### src/rtl/game_pkg.sv
// Shared types and defaults for the game sequencer.
// The PAUSED encoding exists only when GAME_SEQUENCER_PAUSE_EN is defined.
package game_pkg;

    localparam int LIVES_DEFAULT       = 3;
    localparam int SERVE_TICKS_DEFAULT = 60;

    typedef enum logic [2:0] {
        ST_IDLE    = 3'd0,
        ST_RESPAWN = 3'd1,
        ST_SERVE   = 3'd2,
        ST_PLAY    = 3'd3,
        ST_LOST    = 3'd4,
        ST_OVER    = 3'd5,
`ifdef GAME_SEQUENCER_PAUSE_EN
        ST_WON     = 3'd6,
        ST_PAUSED  = 3'd7
`else
        ST_WON     = 3'd6
`endif
    } game_state_t;

endpackage

### src/rtl/game_sequencer_edge_rise.sv
// Registered rising-edge detector; the sample register resets to RST_VAL so a
// level already high at reset release produces no edge.
module edge_rise #(
    parameter logic RST_VAL = 1'b1
) (
    input  logic clk,
    input  logic reset,
    input  logic i_d,
    output logic o_edge
);

    logic r_q;

    always_ff @(posedge clk) begin
        if (!reset) r_q <= RST_VAL;
        else        r_q <= i_d;
    end

    assign o_edge = i_d & ~r_q;

endmodule

### src/rtl/game_sequencer.sv
// Breakout-style game flow controller: serve delay, lives, win/lose states.
// Define GAME_SEQUENCER_PAUSE_EN to add the pause input and PAUSED state.
module game_sequencer
    import game_pkg::*;
#(
    parameter int LIVES       = LIVES_DEFAULT,
    parameter int SERVE_TICKS = SERVE_TICKS_DEFAULT
) (
    input  logic       clk,
    input  logic       reset,
    input  logic       tick,
    input  logic       start,
    input  logic       ballOut,
    input  logic       bricksCleared,
`ifdef GAME_SEQUENCER_PAUSE_EN
    input  logic       pause,
`endif
    output logic       ballEnable,
    output logic       ballRespawn,
    output logic [1:0] lives,
    output logic       gameOver,
    output logic       gameWon,
    output logic [2:0] gameState
);

    localparam logic [1:0] LIVES_INIT = 2'(LIVES);
    localparam logic [7:0] SERVE_LAST = 8'(SERVE_TICKS - 1);

    game_state_t r_state, w_next;
    logic [7:0]  r_cnt;
    logic [1:0]  r_lives;
    logic        r_en, r_resp, r_over, r_won;
    logic        w_start_edge;
    logic        w_pause_edge;

    edge_rise #(.RST_VAL(1'b1)) u_start_edge (
        .clk(clk), .reset(reset), .i_d(start), .o_edge(w_start_edge)
    );

`ifdef GAME_SEQUENCER_PAUSE_EN
    edge_rise #(.RST_VAL(1'b1)) u_pause_edge (
        .clk(clk), .reset(reset), .i_d(pause), .o_edge(w_pause_edge)
    );
`else
    assign w_pause_edge = 1'b0;
`endif

    always_comb begin
        w_next = r_state;
        case (r_state)
            ST_IDLE:    if (w_start_edge) w_next = ST_RESPAWN;
            ST_RESPAWN: w_next = ST_SERVE;
            ST_SERVE:   if (tick && r_cnt == SERVE_LAST) w_next = ST_PLAY;
            ST_PLAY: begin
                if (bricksCleared)     w_next = ST_WON;
                else if (ballOut)      w_next = ST_LOST;
`ifdef GAME_SEQUENCER_PAUSE_EN
                else if (w_pause_edge) w_next = ST_PAUSED;
`endif
            end
            ST_LOST:    w_next = (r_lives <= 2'd1) ? ST_OVER : ST_RESPAWN;
            ST_OVER,
            ST_WON:     if (w_start_edge) w_next = ST_IDLE;
`ifdef GAME_SEQUENCER_PAUSE_EN
            ST_PAUSED:  if (w_pause_edge) w_next = ST_PLAY;
`endif
            default:    w_next = ST_IDLE;
        endcase
    end

    // Outputs are registered from the next state so they line up with r_state.
    always_ff @(posedge clk) begin
        if (!reset) begin
            r_state <= ST_IDLE;
            r_cnt   <= 8'd0;
            r_lives <= LIVES_INIT;
            r_en    <= 1'b0;
            r_resp  <= 1'b0;
            r_over  <= 1'b0;
            r_won   <= 1'b0;
        end else begin
            r_state <= w_next;
            r_en    <= (w_next == ST_PLAY);
            r_resp  <= (w_next == ST_RESPAWN);
            r_over  <= (w_next == ST_OVER);
            r_won   <= (w_next == ST_WON);

            if (r_state == ST_RESPAWN)
                r_cnt <= 8'd0;
            else if (r_state == ST_SERVE && tick && r_cnt != 8'hFF)
                r_cnt <= r_cnt + 8'd1;

            if (w_next == ST_IDLE)
                r_lives <= LIVES_INIT;
            else if (r_state == ST_LOST && r_lives != 2'd0)
                r_lives <= r_lives - 2'd1;
        end
    end

    assign ballEnable  = r_en;
    assign ballRespawn = r_resp;
    assign lives       = r_lives;
    assign gameOver    = r_over;
    assign gameWon     = r_won;
    assign gameState   = r_state;

    logic w_unused;
    assign w_unused = w_pause_edge;

endmodule

### config.mk
export PLATFORM = sky130hd
export DESIGN_NAME = game_sequencer
export DESIGN_NICKNAME = d
export VERILOG_FILES = /design/src/rtl/game_pkg.sv /design/src/rtl/game_sequencer_edge_rise.sv /design/src/rtl/game_sequencer.sv
export SDC_FILE = /design/constraint.sdc
export NUM_CORES = 1
export LEC_CHECK = 0
export CAP_MARGIN = 10
export CORE_UTILIZATION = 30
export CTS_CLUSTER_DIAMETER = 80
export DETAILED_ROUTE_END_ITERATION = 10
export PLACE_DENSITY = 0.48
export SLEW_MARGIN = 10
export SYNTH_ARGS = -nofsm -noshare
export SYNTH_HDL_FRONTEND = slang
export SYNTH_SLANG_ARGS = --single-unit
### constraint.sdc
create_clock -name clk -period 3.55 [get_ports clk]
set_clock_uncertainty 0.1 [all_clocks]
set_input_delay 0.71 -clock clk [delete_from_list [all_inputs] [get_ports clk]]
set_output_delay 0.71 -clock clk [all_outputs]
set_load 0.03 [all_outputs]
==> impl_results.md, run 1 <==
* Top delay family on crit path: buffers and inverters
* Post-detailed-routing wire length at 1.769 mm
* Max-slew headroom at 0.5863
* Sw frac at 0.2215
* Distinct cell type count after synthesis at 38
* Antenna diode count at 0
* CTS HTree Levels at 1
* IO Port Bufs at 14
* Avg Synthesized Cell Area at 9.264 sq um
* Gate Count Post-Synth at 94
* Crit-path max FO at 12
* Clock latency on the worst-skew pair at 290 ps
* Gpl congestion at 0.6800
* Remaining number of nets flagged by the antenna check after routing at 0
* Max Cap Viol at 0
* Placed wire-length estimate after detailed placement at 1.319 mm
* Antenna violations before repair at 0
* Std-Cell Core Area at 0.002758 sq mm
* Worst-margin pin slew at 616.4 ps
* Routed vias/inst at 5.014
* I/O pin count at 15
* Count of routing violations after the opening detailed-route iteration at 15
* Synthesized netlist net count at 103
* Worst-path clk slew at 110 ps
* Clock tree buffer depth at 2
* Aggregate global routing overflow at 0
* Width of the die at 55.88 um
* Number of gates resized after cts at 0
* Number of hold-repair buffers added at the cts stage at 0
* Total Die Area at 0.003122 sq mm
* Combinational fraction of design power at 0.065
* Internal power of the cells at 277.7 uW
* Power per Cell Area at 335.8 mW/mm^2
* Power Total at 356.7 uW
* Fin area at 0.001062 sq mm
* Post CTS Setup Buffer Count at 0
* Post-route fraction of the period consumed by the critical path at 0.6697
* Worst Hold Class: register to register
* Total Nets Final at 119
* Pin count of the biggest net entering global routing at 13
* Number of synthesized flops with an enable pin at 0
* Crit-path slowest cell: clkdlybuf4s50_1
* GR Util All Layers at 0.1177
* Global-route wire length before repair at 2.884 mm
* TritonRoute pass-1 iters at 4
* Ys Warns at 0
* Worst EP required at 2740 ps
* Final count of hold timing violations at 0
* Maximum cell stage delay along the critical path at 740 ps
* Final count of negative-setup-slack endpoints at 0
* Net switching component of the power at 79.00 uW
* Total clock buffers created by CTS at 3
* Unrepaired setup endpoints after global routing: no
* Final critical path time including I/O delays and setup at 2378 ps
* Clock root buffer: clkbuf_4
* Run status: finished, final reports clean
* Via count at 702
* Buf+Inv Stages, Crit Path at 1
* Clock share of power at 0.355
* Initial core utilization at 0.3158
* Vias in the first global route at 665
* Post-DP Area at 0.001026 sq mm
* Count of placed standard cells including taps at 136
* Critical Path AT at 1570 ps
* IR drop worst, VDD at 0.0002073 V
* Die H at 55.88 um
* Sequential group share of total power at 0.580
* Synthesized flop and latch total at 18
* Commonest register cell after synthesis: dfxtp_1
* WS Path Type: register to primary output
* Total negative slack at 0 ps
* TritonCTS clock tree: done
* Worst setup EP type: primary output
* Static Leakage at 0.0004109 uW
* Routed wire per std cell at 12.64 um
* Sinks on Clock Net at 18
* Filler-free cell count of the finished design at 140
* Max Slew Vio Count at 0
* Proportion of synthesized flip-flops having asynchronous set or reset at 0
* Launching element type of the critical path: register
* Final cell utilization of the core at 0.3852
* Layout cells sized above 1 at 0.08257
* Rows at 19
* Peak Freq at 0.4206 GHz
* Detailed-route DRC error count at 0
* Part of the Yosys area used for sequential elements at 0.4138
* Netlist area before placement at 870.8 sq um
* Area Overhead vs Synth at 21.98%
* Cells along the critical path: clkdlybuf4s50_1
==> synth_stat cells, types with 2 or more instances <==
master	count	area (sq um)
or3_1	3	18.77
inv_1	6	22.52
nor2_1	7	26.28
nand4b_1	2	17.52
o311ai_1	2	17.52
o21ai_0	7	35.03
nor2b_1	3	18.77
a21oi_2	2	17.52
dfxtp_1	18	360.4
ha_1	3	37.54
nand2b_1	2	12.51
nor3b_1	3	22.52
nor3_1	2	10.01
nand2_1	6	22.52
xnor2_1	4	35.03
and3_1	2	12.51
==> stage by stage <==
stage	setup slack, ps	hold slack (ps)
after detailed placement	1069	383.0
after global routing	1093	429.0
after global placement	1057	366.4
after floorplan	1766	353.9
after CTS	1136	397.2
final	1172	391.9
==> kinds of logic (layout without fill, tap and decap cells) <==
| logic type | after synthesis | after routing | share of synthesized area |
|---|---|---|---|
| and+or+nand+nor | 39 | 39 | 0.2701 |
| AOI/OAI and AO/OA | 19 | 19 | 0.1580 |
| DFF | 18 | 18 | 0.4138 |
| buffers and inverters | 9 | 24 | 0.05316 |
| xor gates and xnor gates | 5 | 5 | 0.05029 |
| adders and majority gates | 3 | 3 | 0.04311 |
| muxes | 1 | 1 | 0.01149 |
==> path summary, 6_finish.rpt <==
kind | cells past startpoint | endpoint | from | slack [ps]
worst min-delay path | 2 | r_cnt[5]$_SDFFE_PP0P_ | r_cnt[5]$_SDFFE_PP0P_ | 390
worst min register to register | 2 | r_cnt[5]$_SDFFE_PP0P_ | r_cnt[5]$_SDFFE_PP0P_ | 390
worst max-delay path | 1 | gameState[0] | gameState[0]$_SDFF_PN0_ | 1170
worst max register to register | 6 | r_cnt[7]$_SDFFE_PP0P_ | r_cnt[0]$_SDFFE_PP0P_ | 1660
==> layout by cell type (no fill, tap or decap), types with 2 or more instances in the layout <==
cell / instances
and3_1: 2
nor3b_1: 3
clkdlybuf4s50_1: 14
nor2_1: 7
nand4b_1: 2
nor2b_1: 3
inv_1: 6
nand2_1: 6
clkbuf_4: 3
o21ai_0: 7
a21oi_2: 2
or3_1: 3
ha_1: 3
nand2b_1: 2
nor3_1: 2
o311ai_1: 2
dfxtp_1: 18
xnor2_1: 4
==> state kept, by name, summed over array words and instances (netlist names) <==
name and cells:
ballEnable 1, ballRespawn 1, gameOver 1, gameState 3, gameWon 1, lives 2, r_cnt 8, u_start_edge.r_q 1
==> power groups by stage <==
stage / Clock, uW / Combinational, uW / Sequential, uW
2_1_floorplan: 0 / 11.2 / 212
3_3_place_gp: 0 / 23.2 / 212
3_5_place_dp: 0 / 23.3 / 211
4_1_cts: 135 / 23.4 / 207
5_1_grt: 146 / 24.9 / 207
6_report: 127 / 23.1 / 207
==> cell type report <==
cell class	instances	area (sq um)
clock buffers	4	36.28
fillers	289	1695
repair buffers	14	140.1
well taps	31	38.79
multi-input cells	67	464.2
inverters	6	22.52
flip-flops and latches	18	360.3
==> per-layer routing <==
| metal | track usage | vias up | share of wire |
|---|---|---|---|
| met4 | 0.02091 | 0 | 0.011 |
| met3 | 0.05581 | 2 | 0.041 |
| met1 | 0.1659 | 322 | 0.54 |
| met2 | 0.1652 | 11 | 0.40 |
| li1 | - | 367 | - |
| met5 | 0 | - | 0 |
(Power assumes the default switching activity.)
==> run 2: changes to the inputs <==
--- a/config.mk
+++ b/config.mk
@@ -9,7 +9,7 @@
 export CORE_UTILIZATION = 30
 export CTS_CLUSTER_DIAMETER = 80
 export DETAILED_ROUTE_END_ITERATION = 10
-export PLACE_DENSITY = 0.48
+export PLACE_DENSITY = 0.5
 export SLEW_MARGIN = 10
 export SYNTH_ARGS = -nofsm -noshare
 export SYNTH_HDL_FRONTEND = slang
==> constraint.sdc (replaced) <==
create_clock -name clk -period 1.9 [get_ports clk]
set_clock_uncertainty 0.1 [all_clocks]
set_input_delay 0.38 -clock clk [delete_from_list [all_inputs] [get_ports clk]]
set_output_delay 0.38 -clock clk [all_outputs]
set_load 0.03 [all_outputs]
==> impl_results.md, run 2 (same netlist as run 1, synthesis figures left out) <==
* R2r startpoint: r_cnt[0]$_SDFFE_PP0P_ (unchanged)
* Run status: finished, final reports clean (unchanged)
* Post-route fraction of the period consumed by the critical path at 0.9608
* CTS HTree Levels at 1 (unchanged)
* Worst EP required at 1420 ps (was 2740 ps)
* Unrepaired setup endpoints after global routing: no (unchanged)
* Clock latency on the worst-skew pair at 300 ps (was 290 ps)
* Remaining number of nets flagged by the antenna check after routing at 0 (unchanged)
* Worst Hold Depth at 2 (unchanged)
* Clock tree buffer depth at 2 (unchanged)
* Reg-to-reg critical path endpoint: r_cnt[7]$_SDFFE_PP0P_ (unchanged)
* Worst Min Path Start: r_cnt[5]$_SDFFE_PP0P_ (unchanged)
* Detailed-route DRC error count at 0 (unchanged)
* Gpl congestion at 0.7594 (was 0.6800)
* IO Port Bufs at 14 (unchanged)
* Pin count of the biggest net entering global routing at 11 (was 13)
* Static Leakage at 0.0004680 uW (was 0.0004109 uW)
* Largest register FFs at 8 (unchanged)
* Global-route wire length before repair at 3.374 mm (was 2.884 mm)
* Std-Cell Core Area at 0.002758 sq mm (unchanged)
* Via count at 751 (was 702)
* Aggregate global routing overflow at 0 (unchanged)
* IR drop worst, VDD at 0.0003608 V (was 0.0002073 V)
* Cell depth of the worst flop-to-flop path at 6 (unchanged)
* Number of hold-repair buffers added at the cts stage at 0 (unchanged)
* Routed vias/inst at 5.040 (was 5.014)
* Setup slack on the worst flop-to-flop path at 110 ps (was 1660 ps)
* Total Nets Final at 128 (was 119)
* Smallest setup slack after layout at 74.47 ps (was 1172 ps)
* Maximum cell stage delay along the critical path at 680 ps (was 740 ps)
* Final cell utilization of the core at 0.4093 (was 0.3852)
* Clock root buffer: clkbuf_4 (unchanged)
* Power per Cell Area at 600.4 mW/mm^2 (was 335.8 mW/mm^2)
* Peak Freq at 0.5478 GHz
* Crit-path slowest cell: clkdlybuf4s50_1 (unchanged)
* Sinks on Clock Net at 18 (unchanged)
* Largest register by flop count: r_cnt (unchanged)
* Crit-path max FO at 3 (was 12)
* Power Total at 677.6 uW (was 356.7 uW)
* Vias in the first global route at 749 (was 665)
* Filler cell count at 302 (was 289)
* End of the worst hold path: r_cnt[5]$_SDFFE_PP0P_ (unchanged)
* Worst-margin pin slew at 661.8 ps (was 616.4 ps)
* Final critical path time including I/O delays and setup at 1826 ps
* Final count of negative-setup-slack endpoints at 0 (unchanged)
* Pre-CTS setup slack at -139.0 ps (was 1069 ps)
* WS Path Type: register to primary output (unchanged)
* Post-route worst hold slack at 398.5 ps (was 391.9 ps)
* Commonest cells after routing, fill and taps aside: dfxtp_1 (18), clkdlybuf4s50_1 (10), buf_4 (9) (was dfxtp_1 (18), clkdlybuf4s50_1 (14), o21ai_0 (7), nor2_1 (7))
* Antenna violations before repair at 0 (unchanged)
* Area Overhead vs Synth at 29.60% (was 21.98%)
* Placed wire-length estimate after detailed placement at 1.415 mm (was 1.319 mm)
* Most frequent standard cell in the layout excluding fill and tap cells: dfxtp_1 (unchanged)
* Antenna diode count at 0 (unchanged)
* Reg area at 360.3 sq um (unchanged)
* GR Util All Layers at 0.1389 (was 0.1177)
* Total Die Area at 0.003122 sq mm (unchanged)
* Worst Hold Class: register to register (unchanged)
* Launching element type of the critical path: register (unchanged)
* Total negative slack at 0 ps (unchanged)
* I/O pin count at 15 (unchanged)
* Width of the die at 55.88 um (unchanged)
* Die H at 55.88 um (unchanged)
* TritonRoute pass-1 iters at 4 (unchanged)
* Critical Path AT at 1350 ps (was 1570 ps)
* Worst setup EP type: primary output (unchanged)
* Count of routing violations after the opening detailed-route iteration at 14 (was 15)
* Buf+Inv Stages, Crit Path at 1 (unchanged)
* Rows at 19 (unchanged)
* Max-slew headroom at 0.5558 (was 0.5863)
* TritonCTS clock tree: done (unchanged)
* Top delay family on crit path: buffers and inverters (unchanged)
* Total clock buffers created by CTS at 3 (unchanged)
* Max Cap Viol at 0 (unchanged)
* Post-detailed-routing wire length at 1.932 mm (was 1.769 mm)
* Initial core utilization at 0.3158 (unchanged)
* Layout cells sized above 1 at 0.1525 (was 0.08257)
* Max Slew Vio Count at 0 (unchanged)
* Worst-path clk slew at 110 ps (about the same)
* Routed wire per std cell at 12.97 um (was 12.64 um)
* Cells along the critical path: clkdlybuf4s50_1 (unchanged)
* Final count of hold timing violations at 0 (unchanged)
* Area of the multi-input gates at 464.2 sq um (unchanged)
-- run 2: per-stage QoR --
step | instance area [sq um] | instances
after floorplan | 870.8 | 94
after global placement | 1086 | 144
after detailed placement | 1086 | 144
after CTS | 1119 | 148
after global routing | 1129 | 149
final | 1129 | 149
-- run 2: worst max-delay path by stage --
stage | slack (ps) | depth (start not counted) | from | end
floorplan | 120 | 5 | lives[1]$_SDFFE_PP1P_ | lives[0]$_SDFFE_PP1P_
global placement | -150 | 6 | tick | ballRespawn$_SDFF_PN0_
detailed placement | -140 | 6 | tick | ballEnable$_SDFF_PN0_
CTS | 10 | 1 | lives[0]$_SDFFE_PP1P_ | lives[0]
global route | 6 | 6 | r_cnt[0]$_SDFFE_PP0P_ | r_cnt[7]$_SDFFE_PP0P_
finish | 70 | 1 | lives[1]$_SDFFE_PP1P_ | lives[1]
-- run 2: layout make-up --
class / instances / share of cell area
Multi-Input combinational cell: 67 / 0.4113
Sequential cell: 18 / 0.3193
Timing Repair Buffer: 23 / 0.1829
Tap cell: 31 / 0.03437
Clock buffer: 4 / 0.03215
Inverter: 6 / 0.01996
-- run 2: power breakdown --
part | internal, uW | total [uW] | switching [uW]
clock | 117 | 243 | 126
sequential | 381 | 385 | 3.81
combinational | 23.8 | 49.8 | 26.1
total | 522 | 678 | 156
-- run 2: what timing repair did --
item | 4_1_cts | 5_1_grt
buffers inserted | 0 | 1
pin swaps | 0 | 1
setup endpoints to repair | 3 | 2
gates resized for setup | 3 | 1
-- run 2: routing by layer --
layer | GRT usage | vias to the layer above | part of all wire
li1 | - | 388 | -
met1 | 0.1899 | 347 | 0.53
met2 | 0.2083 | 14 | 0.42
met3 | 0.05349 | 2 | 0.041
met4 | 0.03136 | 0 | 0.0098
met5 | 0 | - | 0
